## src/rtl/scrambler_cfg_pkg.sv

```systemverilog
// rtl/scrambler_cfg_pkg.sv - shared scrambler config memory layout and writer state encoding
package scrambler_cfg_pkg;

    localparam logic [7:0] HEADER_DEFAULT = 8'hA5;
    localparam logic [7:0] COMMIT_MAGIC   = 8'hA5;
    localparam logic [5:0] MODE_ADDR      = 6'd0;
    localparam logic [5:0] SEED_BASE      = 6'd1;
    localparam int         SEED_BYTES     = 32;
    localparam logic [5:0] COMMIT_ADDR    = 6'd33;

    typedef enum logic [2:0] {
        ST_IDLE,
        ST_INVALIDATE,
        ST_RECV,
        ST_CHK,
        ST_COMMIT
    } state_t;

endpackage

```

## src/rtl/scrambler_config_writer_if.sv

```systemverilog
// rtl/scrambler_config_writer_if.sv - byte stream in and config memory write port
interface scrambler_config_writer_if;
    logic [7:0] in_data;
    logic       in_valid;
    logic       in_ready;
    logic [5:0] address;
    logic [7:0] data;
    logic       wren;

    modport master (
        output in_data, in_valid,
        input  in_ready, address, data, wren
    );

    modport slave (
        input  in_data, in_valid,
        output in_ready, address, data, wren
    );
endinterface

```

## src/rtl/scrambler_config_writer_timer.sv

```systemverilog
// rtl/scrambler_config_writer_timer.sv - inter-byte idle timer (module cfg_timeout_timer)
module cfg_timeout_timer #(
    parameter int TIMEOUT_CYCLES = 1_000_000
) (
    input  logic clk,
    input  logic reset_n,
    input  logic clear,
    input  logic enable,
    output logic expired
);
    localparam int W = $clog2(TIMEOUT_CYCLES + 1);

    logic [W-1:0] count_q, count_d;

    // Fires on the last idle cycle so the FSM leaves exactly TIMEOUT_CYCLES clocks after the last byte.
    assign expired = enable && !clear && (count_q == W'(TIMEOUT_CYCLES - 1));

    always_comb begin
        count_d = count_q;
        if (clear) begin
            count_d = '0;
        end else if (enable) begin
            count_d = count_q + W'(1);
        end
    end

    always_ff @(posedge clk or negedge reset_n) begin
        if (!reset_n) begin
            count_q <= '0;
        end else begin
            count_q <= count_d;
        end
    end
endmodule

```

## src/rtl/scrambler_config_writer.sv

```systemverilog
// rtl/scrambler_config_writer.sv - framed byte stream to scrambler config memory writer
// Optional checksum byte and CHK state enabled by SCRAMBLER_WRITER_CHECKSUM_EN.
module scrambler_config_writer
    import scrambler_cfg_pkg::*;
#(
    parameter int         TIMEOUT_CYCLES = 1_000_000,
    parameter logic [7:0] HEADER         = HEADER_DEFAULT
) (
    input  logic                      clk,
    input  logic                      reset_n,
    scrambler_config_writer_if.slave  bus,
    output logic                      reset_n_scrambler,
    output logic                      busy,
    output logic                      done,
    output logic                      error
);
    localparam logic [5:0] LAST_ADDR = 6'(SEED_BASE + SEED_BYTES - 1);

    state_t     state_q, state_d;
    logic       in_ready_q, in_ready_d;
    logic [5:0] addr_q, addr_d;
    logic [7:0] data_q, data_d;
    logic       wren_q, wren_d;
    logic       rst_scr_q, rst_scr_d;
    logic       busy_q, busy_d;
    logic       done_q, done_d;
    logic       error_q, error_d;
    logic [5:0] cnt_q, cnt_d;
`ifdef SCRAMBLER_WRITER_CHECKSUM_EN
    logic [7:0] xor_q, xor_d;
`endif

    logic accept;
    logic tmr_en;
    logic tmr_expired;

    assign accept = bus.in_valid && in_ready_q;
    assign tmr_en = (state_q == ST_RECV) || (state_q == ST_CHK);

    cfg_timeout_timer #(.TIMEOUT_CYCLES(TIMEOUT_CYCLES)) u_timer (
        .clk     (clk),
        .reset_n (reset_n),
        .clear   (accept || !tmr_en),
        .enable  (tmr_en),
        .expired (tmr_expired)
    );

    always_comb begin
        state_d    = state_q;
        in_ready_d = in_ready_q;
        addr_d     = addr_q;
        data_d     = data_q;
        wren_d     = 1'b0;
        // Scrambler is released one cycle after the commit marker lands.
        rst_scr_d  = rst_scr_q | done_q;
        done_d     = 1'b0;
        error_d    = 1'b0;
        cnt_d      = cnt_q;
`ifdef SCRAMBLER_WRITER_CHECKSUM_EN
        xor_d      = xor_q;
`endif
        case (state_q)
            ST_IDLE: begin
                if (accept && bus.in_data == HEADER) begin
                    state_d    = ST_INVALIDATE;
                    in_ready_d = 1'b0;
                    addr_d     = COMMIT_ADDR;
                    data_d     = 8'h00;
                    wren_d     = 1'b1;
                    rst_scr_d  = 1'b0;
                end
            end
            ST_INVALIDATE: begin
                state_d    = ST_RECV;
                in_ready_d = 1'b1;
                cnt_d      = MODE_ADDR;
`ifdef SCRAMBLER_WRITER_CHECKSUM_EN
                xor_d      = 8'h00;
`endif
            end
            ST_RECV: begin
                if (accept) begin
                    addr_d = cnt_q;
                    data_d = bus.in_data;
                    wren_d = 1'b1;
                    cnt_d  = cnt_q + 6'd1;
`ifdef SCRAMBLER_WRITER_CHECKSUM_EN
                    xor_d  = xor_q ^ bus.in_data;
                    if (cnt_q == LAST_ADDR) begin
                        state_d = ST_CHK;
                    end
`else
                    if (cnt_q == LAST_ADDR) begin
                        state_d    = ST_COMMIT;
                        in_ready_d = 1'b0;
                    end
`endif
                end else if (tmr_expired) begin
                    state_d = ST_IDLE;
                    error_d = 1'b1;
                end
            end
`ifdef SCRAMBLER_WRITER_CHECKSUM_EN
            ST_CHK: begin
                if (accept) begin
                    if (bus.in_data == xor_q) begin
                        state_d    = ST_COMMIT;
                        in_ready_d = 1'b0;
                    end else begin
                        state_d = ST_IDLE;
                        error_d = 1'b1;
                    end
                end else if (tmr_expired) begin
                    state_d = ST_IDLE;
                    error_d = 1'b1;
                end
            end
`endif
            ST_COMMIT: begin
                state_d    = ST_IDLE;
                in_ready_d = 1'b1;
                addr_d     = COMMIT_ADDR;
                data_d     = COMMIT_MAGIC;
                wren_d     = 1'b1;
                done_d     = 1'b1;
            end
            default: begin
                state_d    = ST_IDLE;
                in_ready_d = 1'b1;
            end
        endcase
        busy_d = (state_d != ST_IDLE);
    end

    always_ff @(posedge clk or negedge reset_n) begin
        if (!reset_n) begin
            state_q    <= ST_IDLE;
            in_ready_q <= 1'b1;
            addr_q     <= 6'd0;
            data_q     <= 8'h00;
            wren_q     <= 1'b0;
            rst_scr_q  <= 1'b1;
            busy_q     <= 1'b0;
            done_q     <= 1'b0;
            error_q    <= 1'b0;
            cnt_q      <= 6'd0;
`ifdef SCRAMBLER_WRITER_CHECKSUM_EN
            xor_q      <= 8'h00;
`endif
        end else begin
            state_q    <= state_d;
            in_ready_q <= in_ready_d;
            addr_q     <= addr_d;
            data_q     <= data_d;
            wren_q     <= wren_d;
            rst_scr_q  <= rst_scr_d;
            busy_q     <= busy_d;
            done_q     <= done_d;
            error_q    <= error_d;
            cnt_q      <= cnt_d;
`ifdef SCRAMBLER_WRITER_CHECKSUM_EN
            xor_q      <= xor_d;
`endif
        end
    end

    assign bus.in_ready      = in_ready_q;
    assign bus.address       = addr_q;
    assign bus.data          = data_q;
    assign bus.wren          = wren_q;
    assign reset_n_scrambler = rst_scr_q;
    assign busy              = busy_q;
    assign done              = done_q;
    assign error             = error_q;
endmodule

```

## src/flat_wrapper.sv

```systemverilog
// flat-port wrapper written by rule: the top's interface ports become plain ports
module scrambler_config_writer_flat import scrambler_cfg_pkg::*;
#(
    parameter int         TIMEOUT_CYCLES = 1_000_000,
    parameter logic [7:0] HEADER         = HEADER_DEFAULT
)
  (clk, reset_n, reset_n_scrambler, busy, done, error, bus_in_data, bus_in_valid, bus_in_ready, bus_address, bus_data, bus_wren);
  scrambler_config_writer_if bus_i ();
  input  logic clk;
  input  logic reset_n;
  output logic reset_n_scrambler;
  output logic busy;
  output logic done;
  output logic error;
  input wire logic [$bits(bus_i.in_data)-1:0] bus_in_data;
  input wire logic [$bits(bus_i.in_valid)-1:0] bus_in_valid;
  output wire logic [$bits(bus_i.in_ready)-1:0] bus_in_ready;
  output wire logic [$bits(bus_i.address)-1:0] bus_address;
  output wire logic [$bits(bus_i.data)-1:0] bus_data;
  output wire logic [$bits(bus_i.wren)-1:0] bus_wren;
  assign bus_i.in_data = bus_in_data;
  assign bus_i.in_valid = bus_in_valid;
  assign bus_in_ready = bus_i.in_ready;
  assign bus_address = bus_i.address;
  assign bus_data = bus_i.data;
  assign bus_wren = bus_i.wren;
  scrambler_config_writer #(.TIMEOUT_CYCLES(TIMEOUT_CYCLES), .HEADER(HEADER)) u_core (.clk(clk), .reset_n(reset_n), .bus(bus_i), .reset_n_scrambler(reset_n_scrambler), .busy(busy), .done(done), .error(error));
endmodule
```

## config.mk

```make
export PLATFORM = sky130hd
export DESIGN_NAME = scrambler_config_writer_flat
export DESIGN_NICKNAME = d
export VERILOG_FILES = /design/src/rtl/scrambler_cfg_pkg.sv /design/src/rtl/scrambler_config_writer_if.sv /design/src/rtl/scrambler_config_writer_timer.sv /design/src/rtl/scrambler_config_writer.sv /design/src/flat_wrapper.sv
export SDC_FILE = /design/constraint.sdc
export NUM_CORES = 1
export LEC_CHECK = 0
export CORE_MARGIN = 4
export CORE_UTILIZATION = 65
export DETAILED_ROUTE_END_ITERATION = 16
export DONT_BUFFER_PORTS = 1
export HOLD_SLACK_MARGIN = 0.12
export PLACE_DENSITY = 0.79
export REMOVE_ABC_BUFFERS = 1
export SYNTH_ARGS = -nofsm -noshare
export SYNTH_HDL_FRONTEND = slang
export SYNTH_SLANG_ARGS = --single-unit
export TNS_END_PERCENT = 100
```

## constraint.sdc

```tcl
create_clock -name clk -period 3.5 [get_ports clk]
set_clock_uncertainty 0.2 [all_clocks]
set_input_delay 0 -clock clk [delete_from_list [all_inputs] [get_ports clk]]
set_output_delay 0 -clock clk [all_outputs]
set_load 0.01 [all_outputs]
```

Word level (Yosys, flattened, before mapping). Index checks and enable logic that the tools add are counted.

$add $sub $neg: 2. Equality and inequality tests: 10. Muxes and demuxes: 28. Bitwise logic cells: 1. Reductions and logical operators: 16.

Operator list (number): 20-bit two-way mux (2); 8-bit one-hot mux with 3 select lines (1); 20-bit by 1-bit adder with 20-bit output, second input constant (1); 20-bit == test, second input constant (1); 6-bit two-way mux (3); 6-bit one-hot mux with 3 select lines (1); 8-bit two-way mux (2); 3-bit two-way mux (4); 6-bit one-hot mux with 2 select lines (1); 1-bit two-way mux (11); 3-bit one-hot mux with 3 select lines (1); 8-bit == test, second input constant (1); 6-bit by 1-bit adder with 6-bit output, second input constant (1); 3-bit by 2-bit == test with 1-bit output, second input constant (2); 6-bit == test, second input constant (1); 3-bit AND reduction (2); 3-bit nonzero test (2); 1-bit logical AND (4); 2-bit by 1-bit != test with 1-bit output, second input constant (2); 2-bit nonzero test (2); 3-bit by 1-bit == test with 1-bit output, second input constant (1); 3-bit == test, second input constant (1); 3-bit zero test (1); 1-bit one-hot mux with 3 select lines (1); other kinds (6) (8).

Register bits: 49. Input port bits: 11. Output and inout port bits: 20. Word-level logic and storage cells: 68.

Logic depth before layout (Yosys ltp). Gate-level depths: netlist (run 1).

Word-level depth: 11. Mapped depth: 6. Mapped depth without buffers: 6.

By module. A second synthesis (run 1) with hierarchy kept.

Cells, all modules: 264. Area, all modules: 2636.3 um^2.

Modules (own cells, without submodules): scrambler_config_writer (instances 1, cells an instance 157, area an instance 1594.0 um^2, seq. area each 728.2 um^2); cfg_timeout_timer (instances 1, cells an instance 107, area an instance 1042.2 um^2, seq. area each 500.5 um^2).

Worst setup path after synthesis (run 1). No wires, ideal clock.

Path kind: register to register. Start point: reg u_core.state_q[1]. End point: reg u_core.addr_q[1], in the netlist u_core.bus.address[1]. Library setup time: 0.125 ns. Arrival: 1.523 ns. Required time: 3.175 ns. Slack: 1.652 ns. Stages on the path, launching flop included: 6. Clock period less this slack: 1.848 ns. Cell sequence: dfrtp_1 -> buf_2 -> nand2b_1 -> nor3_1 -> a311oi_4 -> mux2_2.

Longest elaborated chain between the ends: 3.

RTL lines: start: declaration (RTL line scrambler_config_writer.sv:19) `state_t state_q, state_d;`; start signal: assignment (RTL line scrambler_config_writer.sv:151) `state_q <= state_d;`; 3-bit by 2-bit == test with 1-bit output, or another cell as far along (RTL line scrambler_config_writer.sv:62) `case (state_q)`; 2-bit by 1-bit != test with 1-bit output (no source line) / 3-bit nonzero test (equally long branches); 3-bit AND reduction (no source line); end signal: assignment (RTL line scrambler_config_writer.sv:153) `addr_q <= addr_d;`; end: declaration (RTL line scrambler_config_writer.sv:21) `logic [5:0] addr_q, addr_d;`.

Parallel ways exist; a longest one is shown, timed or not. A chain may end at the register's enable or synchronous reset.

Worst setup path in the final report (run 1).
Start point: in bus_in_data[1]. End point: reg u_core.data_q[3], in the netlist u_core.bus.data[3].

Longest elaborated chain between the ends: 4.

RTL lines: start: declaration (RTL line flat_wrapper.sv:15) `input wire logic [$bits(bus_i.in_data)-1:0] bus_in_data;`; 8-bit == test (RTL line scrambler_config_writer.sv:64) `if (accept && bus.in_data == HEADER) begin`; 1-bit logical AND (RTL line scrambler_config_writer.sv:64); 2-bit by 1-bit != test with 1-bit output (no source line); 3-bit AND reduction (no source line); end signal: assignment (RTL line scrambler_config_writer.sv:154) `data_q <= data_d;`; end: declaration (RTL line scrambler_config_writer.sv:22) `logic [7:0] data_q, data_d;`.

No other way between the ends.

==> results by group, run 1 <==
Logic synthesis
  – Main synth FF type: dfrtp_1
  – Synth warnings: 0
  – Synth unique cells: between 40 and 50
  – Post-synth EDFFs: 0
  – Syn Area/Cell: 10.1 um2
  – Post-synth ARST share: 1.00
  – Syn Inst Count: ~240
  – Register area share after synthesis: 0.512
  – Yosys reg bits: 49
  – Mapped Area: 2400 um2

Layout
  – Nets: 266
  – Fin area: around 2700 um2
  – Diode count: 0
  – Synth-to-layout area growth: 13.3%
  – Layout cells sized above 1: 0.0949

Floorplanning
  – I/O pins: 31
  – # rows: 21
  – Chip Width: 68.7 um
  – Starting Density: 0.697
  – Full die area: 4730 um2
  – Die H: 68.7 um
  – Core Footprint: around 3400 um2

Global routing
  – Tot GR Track Use: 0.266
  – Gr ovfl total: 0
  – Initial antenna violation count: 0
  – First-pass GRT wire length: 9100 um
  – Largest net degree at the start of global routing: 48
  – Vias in the first global route: ~1.9k

Setup path
  – Cells on worst reg2reg path: 5
  – Critical-path top delay cell: dlygate4sd3_1
  – CP Cell Sequence: dlygate4sd3_1, nand4b_1, dlygate4sd3_1, nor2_2, a311oi_4, buf_4, mux2i_1
  – Reg-to-reg setup timing slack: 1140 ps
  – CP peak stage delay: 630 ps
  – R2r endpoint: u_core.bus.data[3]
  – Critical path buffers and inverters: 3
  – Levels on crit path: 7
  – CP endpoint kind: flop
  – Startpoint Class: input pin
  – CP endpoint: u_core.bus.data[3]
  – Critical path origin: bus_in_data[1]
  – Reg2Reg Launch Point: u_core.state_q[2]
  – Crit path max-delay family: buffers and inverters
  – Critical path class: in -> reg
  – CP arrival: between 2000 and 2500 ps
  – Critical path's most frequent cell: dlygate4sd3_1
  – CP required: 3510 ps
  – Worst Path Max Fanout: 9

Route
  – DRT iter0 DRCs: around 240
  – Vias per cell: approximately 6.1
  – Final wirelength: 5480 um
  – Drt drc: 0
  – Drt wl/cell: 18.3 um
  – Detailed-route via count: about 1.8k
  – DRT Pass-1 Iters: 4
  – Antenna Violating Nets Remaining: 0

Clock tree
  – Worst-Skew Late Latency: 310 ps
  – CTS tree: yes
  – Total CTS buffers: 5
  – H-tree levels: 2
  – CTS sink cnt: 49
  – Clock root buffer: clkbuf_8
  – Clock Pin Slew Worst Setup and Hold Paths: 100 ps
  – Clock Path Buffers: 2
  – Setup Buffers After CTS: 0

Timing
  – Setup_tns: 0 ps
  – RSZ-0062 raised after global routing: false
  – Slew Limit Fails: 0
  – Tcrit/Tclk final: 0.698
  – Achievable frequency: 409 MHz
  – Worst-Margin Slew: slightly above 900 ps
  – Tmin final: 2440 ps
  – Final hold vios: 0
  – # setup viols final: 0
  – Slew HR: 0.378

Pwr
  – Clk pwr share: 0.229
  – Max IR drop VDD: 0.000483 V
  – Pwr dens: 659 nW/um2
  – Sw frac: 0.369
  – Gate power share: 0.267
  – Cell-internal power: 1.13 mW
  – Leak: 1.21 nW
  – Switching pwr: 0.661 mW
  – Sequential power share: 0.504

Placed design
  – Gpl congestion: 0.874
  – I/O Buffers: 0
  – Post-DP HPWL: 3490 um
  – Placed Area: roughly 2400 um2

Job
  – Number of max-cap violations: 0

Status
  – Outcome: finished clean

Min path
  – HP Class: in -> reg
[flip-flops by register name (all words and copies together) (netlist names)]
name                      count
u_core.cnt_q                  6
u_core.u_timer.count_q       20
u_core.busy                   1
u_core.done                   1
u_core.state_q                3
u_core.bus.data               8
u_core.bus.in_ready           1
u_core.error                  1
u_core.reset_n_scrambler      1
u_core.bus.address            6
u_core.bus.wren               1
[worst register-to-register path, cell delays in order (launching register included)]
cell and delay, ps:
dfrtp_1 530, nand2b_1 280, nor3_1 110, a311oi_4 540
buf_4 310, mux2i_1 290
[cell type report]
| cell class | count | area, um2 |
|---|---|---|
| clock inverter | 3 | 46.3 |
| tap | 46 | 57.6 |
| inverter | 16 | 60.1 |
| clock buffer | 5 | 68.8 |
| timing repair buffer | 16 | 193 |
| sequential | 49 | 1230 |
| multi-input combinational | 164 | 1060 |
| fill | 228 | 726 |
[how the worst min path moves through the flow]
stage,startpoint,to,slack (ps),depth (start not counted)
2_1_floorplan,reset_n,u_core.bus.address[0],-500,0
3_3_place_gp,reset_n,u_core.u_timer.count_q[18],-490,0
3_5_place_dp,reset_n,u_core.u_timer.count_q[18],-490,0
4_1_cts,bus_in_data[5],u_core.bus.in_ready,130,4
5_1_grt,bus_in_data[5],u_core.bus.in_ready,190,4
6_report,bus_in_data[5],u_core.bus.in_ready,140,4
[power groups by stage]
stage	combinational (mW)	sequential [mW]	clock (mW)
2_1_floorplan	0.342	0.870	0
3_3_place_gp	0.407	0.900	0
3_5_place_dp	0.438	0.909	0
4_1_cts	0.474	0.900	0.412
5_1_grt	0.539	0.920	0.443
6_report	0.478	0.902	0.409
[synthesized netlist by cell type (all sizes together) (2+ instances only)]
cell | number | area share
xor2 | 6 | 0.022
nand4b | 3 | 0.011
inv | 16 | 0.025
and2 | 5 | 0.013
or3 | 6 | 0.016
clkbuf | 3 | 0.0047
mux2 | 2 | 0.0094
xnor2 | 7 | 0.026
nand4 | 5 | 0.018
nor3 | 2 | 0.0042
nand2 | 20 | 0.031
nor2 | 27 | 0.043
o21ai | 9 | 0.019
and3 | 2 | 0.0052
nor4b | 2 | 0.0073
dfstp | 2 | 0.022
dfrtp | 47 | 0.49
a211oi | 2 | 0.0063
nand2b | 3 | 0.0078
buf | 5 | 0.015
or4 | 4 | 0.013
ha | 3 | 0.016
a21oi | 15 | 0.031
mux2i | 11 | 0.046
o31ai | 3 | 0.0094
nand3 | 10 | 0.021
and4 | 2 | 0.0078
nor4 | 5 | 0.016
[what timing repair did]
action                    4_1_cts  5_1_grt
hold buffers                   15        0
hold endpoints to repair       76        0
gates resized for setup         0        0
[cells in the final DEF (no fill, tap or decap), types with 3 or more instances in the layout]
cell,instances
mux2i_1,11
o21ai_0,9
dlygate4sd3_1,13
nand2b_1,3
nand2_1,20
ha_1,3
nor4_1,4
inv_1,16
o31ai_1,3
xor2_1,6
xnor2_1,7
nand4b_1,3
nand4_1,3
a21oi_1,15
or3_1,6
or4_1,4
nor2_1,26
nand3_1,10
and2_1,5
dfrtp_1,47
clkbuf_8,5
[routing by layer]
metal	global-route usage	routed length, um	up-vias
met5	0	0	-
met4	0.109	118	0
met3	0.0470	361	14
met2	0.434	2730	77
met1	0.350	2270	880
li1	-	-	852
[through the flow]
| stage | hold slack (ps) | cells | utilization | power (mW) | setup slack [ps] |
|---|---|---|---|---|---|
| floorplan | -496 | 229 | - | 1.21 | 1340 |
| global placement | -494 | 276 | 0.702 | 1.31 | 1390 |
| detailed placement | -494 | 276 | 0.702 | 1.35 | 1230 |
| CTS | 131 | 299 | 0.789 | 1.79 | 1100 |
| global route | 186 | 299 | 0.789 | 1.90 | 998 |
| finish | 140 | 299 | 0.789 | 1.79 | 1060 |
[kinds of logic after synthesis]
| logic type | synth area share |
|---|---|
| adder cells (fa/ha/maj) | 0.0157 |
| buffers and inverters | 0.0449 |
| flip-flops | 0.512 |
| AND/OR/NAND/NOR | 0.235 |
| AO/OA/AOI/OAI | 0.0892 |
| multiplexers | 0.0553 |
| XOR/XNOR | 0.0475 |
Power figures use the tool's default switching activity.
==> inputs of run 2 (changes only) <==
- CORE_UTILIZATION: 65 -> 62
- PLACE_DENSITY: 0.79 -> 0.76
- clock period: 3.5 -> 2.5 ns (I/O delays scaled with it)
==> run 2 against run 1 <==
Sequential share of layout area is 0.56 points lower. Die area is 4.3% higher. Combinational power is 41% higher. Critical path type is now reg -> reg. Largest cell class unchanged.
==> results by group, run 2 (same netlist as run 1, synthesis figures left out) <==
Floorplanning
  – Full die area: 4930 um2 (+4.3%)
  – Starting Density: 0.650 (-0.0466)
  – # rows: 22 (+4.8%)
  – Die H: 70.2 um (+2.1%)
  – Core Footprint: 3690 um2 (+7.2%)
  – I/O pins: 31 (unchanged)
  – Chip Width: 70.2 um (+2.1%)

Layout
  – Diode count: 0 (unchanged)
  – Largest reg by FF count: u_core.u_timer.count_q
  – Max reg flops: 20 (unchanged)
  – Synth-to-layout area growth: 14.7%
  – Non-Filler Instances: 303 (+1.3%)
  – Nets: 268 (+0.75%)
  – Layout cells sized above 1: 0.106 (+0.0110)
  – Leading cell type in the layout, fill and taps excluded: dfrtp_1
  – Most frequent cells in the layout: dfrtp_1, nor2_1, nand2_1

Setup path
  – Critical-path top delay cell: dlygate4sd3_1
  – Crit path max-delay family: simple AND/OR/NAND/NOR gates
  – CP arrival: 2420 ps (-40 ps)
  – CP Cell Sequence: or4bb_1, nor4_2, dlygate4sd3_1, nor2_1, o21ai_0
  – Reg2Reg Launch Point: u_core.bus.in_ready
  – Startpoint Class: flop
  – Critical path buffers and inverters: 1 (-2)
  – Critical path origin: u_core.bus.in_ready
  – CP required: 2520 ps (-990 ps)
  – Critical path class: reg -> reg
  – CP peak stage delay: 650 ps (+20 ps)
  – Worst Path Max Fanout: 6 (-3)
  – CP endpoint kind: flop

Min path
  – HP Class: in -> reg
  – Hold_sp: bus_in_data[5]

Timing
  – Final hold vios: 0 (unchanged)
  – Tmin final: 2400 ps
  – Setup_tns: 0 ps (unchanged)
  – Achievable frequency: between 400 and 500 MHz
  – RSZ-0062 raised after global routing: false
  – Slew HR: 0.669 (+0.291)
  – Slew Limit Fails: 0 (unchanged)
  – # setup viols final: 0 (unchanged)
  – Tcrit/Tclk final: 0.960
  – Worst-Margin Slew: 495 ps (-435 ps)

Route
  – Final wirelength: 4960 um (-9.4%)
  – DRT Pass-1 Iters: 4 (unchanged)
  – Drt wl/cell: 16.4 um (-11%)
  – Detailed-route via count: 1801 (-1.2%)
  – DRT iter0 DRCs: 190 (-21%)
  – Drt drc: 0 (unchanged)
  – Vias per cell: 5.94 (-2.5%)
  – Antenna Violating Nets Remaining: 0 (unchanged)

Global routing
  – Largest net degree at the start of global routing: 48 (unchanged)
  – Vias in the first global route: 1795 (-4.6%)
  – Tot GR Track Use: 0.216 (-0.0495)
  – Gr ovfl total: 0 (unchanged)
  – Initial antenna violation count: 0 (unchanged)
  – First-pass GRT wire length: 8500 um (-6.6%)

Clock tree
  – H-tree levels: 2 (unchanged)
  – CTS tree: yes
  – Clock Path Buffers: 2 (unchanged)
  – Clock root buffer: clkbuf_8
  – Total CTS buffers: 5 (unchanged)
  – Setup Buffers After CTS: 0 (unchanged)
  – CTS sink cnt: 49 (unchanged)
  – Worst-Skew Late Latency: 300 ps (about the same)
  – Clock Pin Slew Worst Setup and Hold Paths: 90 ps (about the same)

Pwr
  – Pwr dens: 943 nW/um2 (+43%)
  – Sequential power share: 0.485 (-0.019)
  – Clk pwr share: 0.255 (+0.026)
  – Leak: 1.24 nW (+2.1%)
  – Max IR drop VDD: 0.000620 V (+28%)
  – Switching pwr: 0.892 mW (+35%)
  – Cell-internal power: 1.70 mW (+51%)
  – Gate power share: 0.260 (-0.007)
  – Sw frac: 0.344 (-0.0257)

Placed design
  – Gpl congestion: 0.916 (+4.8%)
  – I/O Buffers: 0 (unchanged)
  – Placed Cells: 281 (+1.8%)
  – Post-DP HPWL: 3280 um (-6.1%)

Job
  – Number of max-cap violations: 0 (unchanged)

Status
  – Outcome: finished clean
[run 2: cell types whose count changed in the layout (fill, tap and decap cells not counted)]
cell           change
bufinv_16          +1
buf_4              +3
clkinv_4           -1
clkinv_2           +1
clkinvlp_4         -1
dlygate4sd3_1      -1
[run 2: final cells by class]
type	instances	area [um2]
repair buffers	18	205
well taps	48	60.1
inverters	16	60.1
clock buffers	5	68.8
flip-flops and latches	49	1230
fillers	264	938
clock inverters	3	65.1
multi-input cells	164	1060
[run 2: layer usage]
metal	wire length, um	track usage
met1	2120	0.279
met2	2420	0.350
met3	336	0.0647
met4	89	0.0681
met5	0	0
[run 2: power groups by stage]
stage | Clock, mW | Sequential [mW] | Combinational, mW
after detailed placement | 0 | 1.28 | 0.626
after floorplan | 0 | 1.22 | 0.479
after global routing | 0.711 | 1.29 | 0.762
after CTS | 0.667 | 1.26 | 0.674
final | 0.660 | 1.26 | 0.675
after global placement | 0 | 1.27 | 0.600
[run 2: worst reg2reg max path, delay by kind of cell, from the launching register on]
kind / cells / cell delay, ps
AND/OR/NAND/NOR: 3 / 780
buffers and inverters: 1 / 650
flip-flops: 1 / 610
AO/OA/AOI/OAI: 1 / 80
[run 2: final timing paths]
kind	end	slack (ps)	cells after the start
worst min-delay path	u_core.bus.in_ready	120	4
worst max register to register	u_core.busy	100	5
worst min register to register	u_core.u_timer.count_q[0]	300	1
worst max-delay path	u_core.busy	100	5
min in group asynchronous	u_core.reset_n_scrambler	650	3
max in group asynchronous	u_core.u_timer.count_q[2]	1220	4
[run 2: per-stage QoR]
step	cell area (um2)	worst slack [ps]	power [mW]	hold slack [ps]	utilization
final	2750	100	2.59	123	0.746
after global routing	2750	44.7	2.76	159	0.746
after CTS	2750	200	2.60	126	0.746
after detailed placement	2440	527	1.91	-494	0.662
after global placement	2440	600	1.87	-494	0.662
after floorplan	2350	337	1.70	-496	-
[run 2: repair_timing]
action / CTS / global route
hold buffers: 14 / 0
gates resized for setup: 0 / 0
endpoints found under the hold margin: 92 / 0
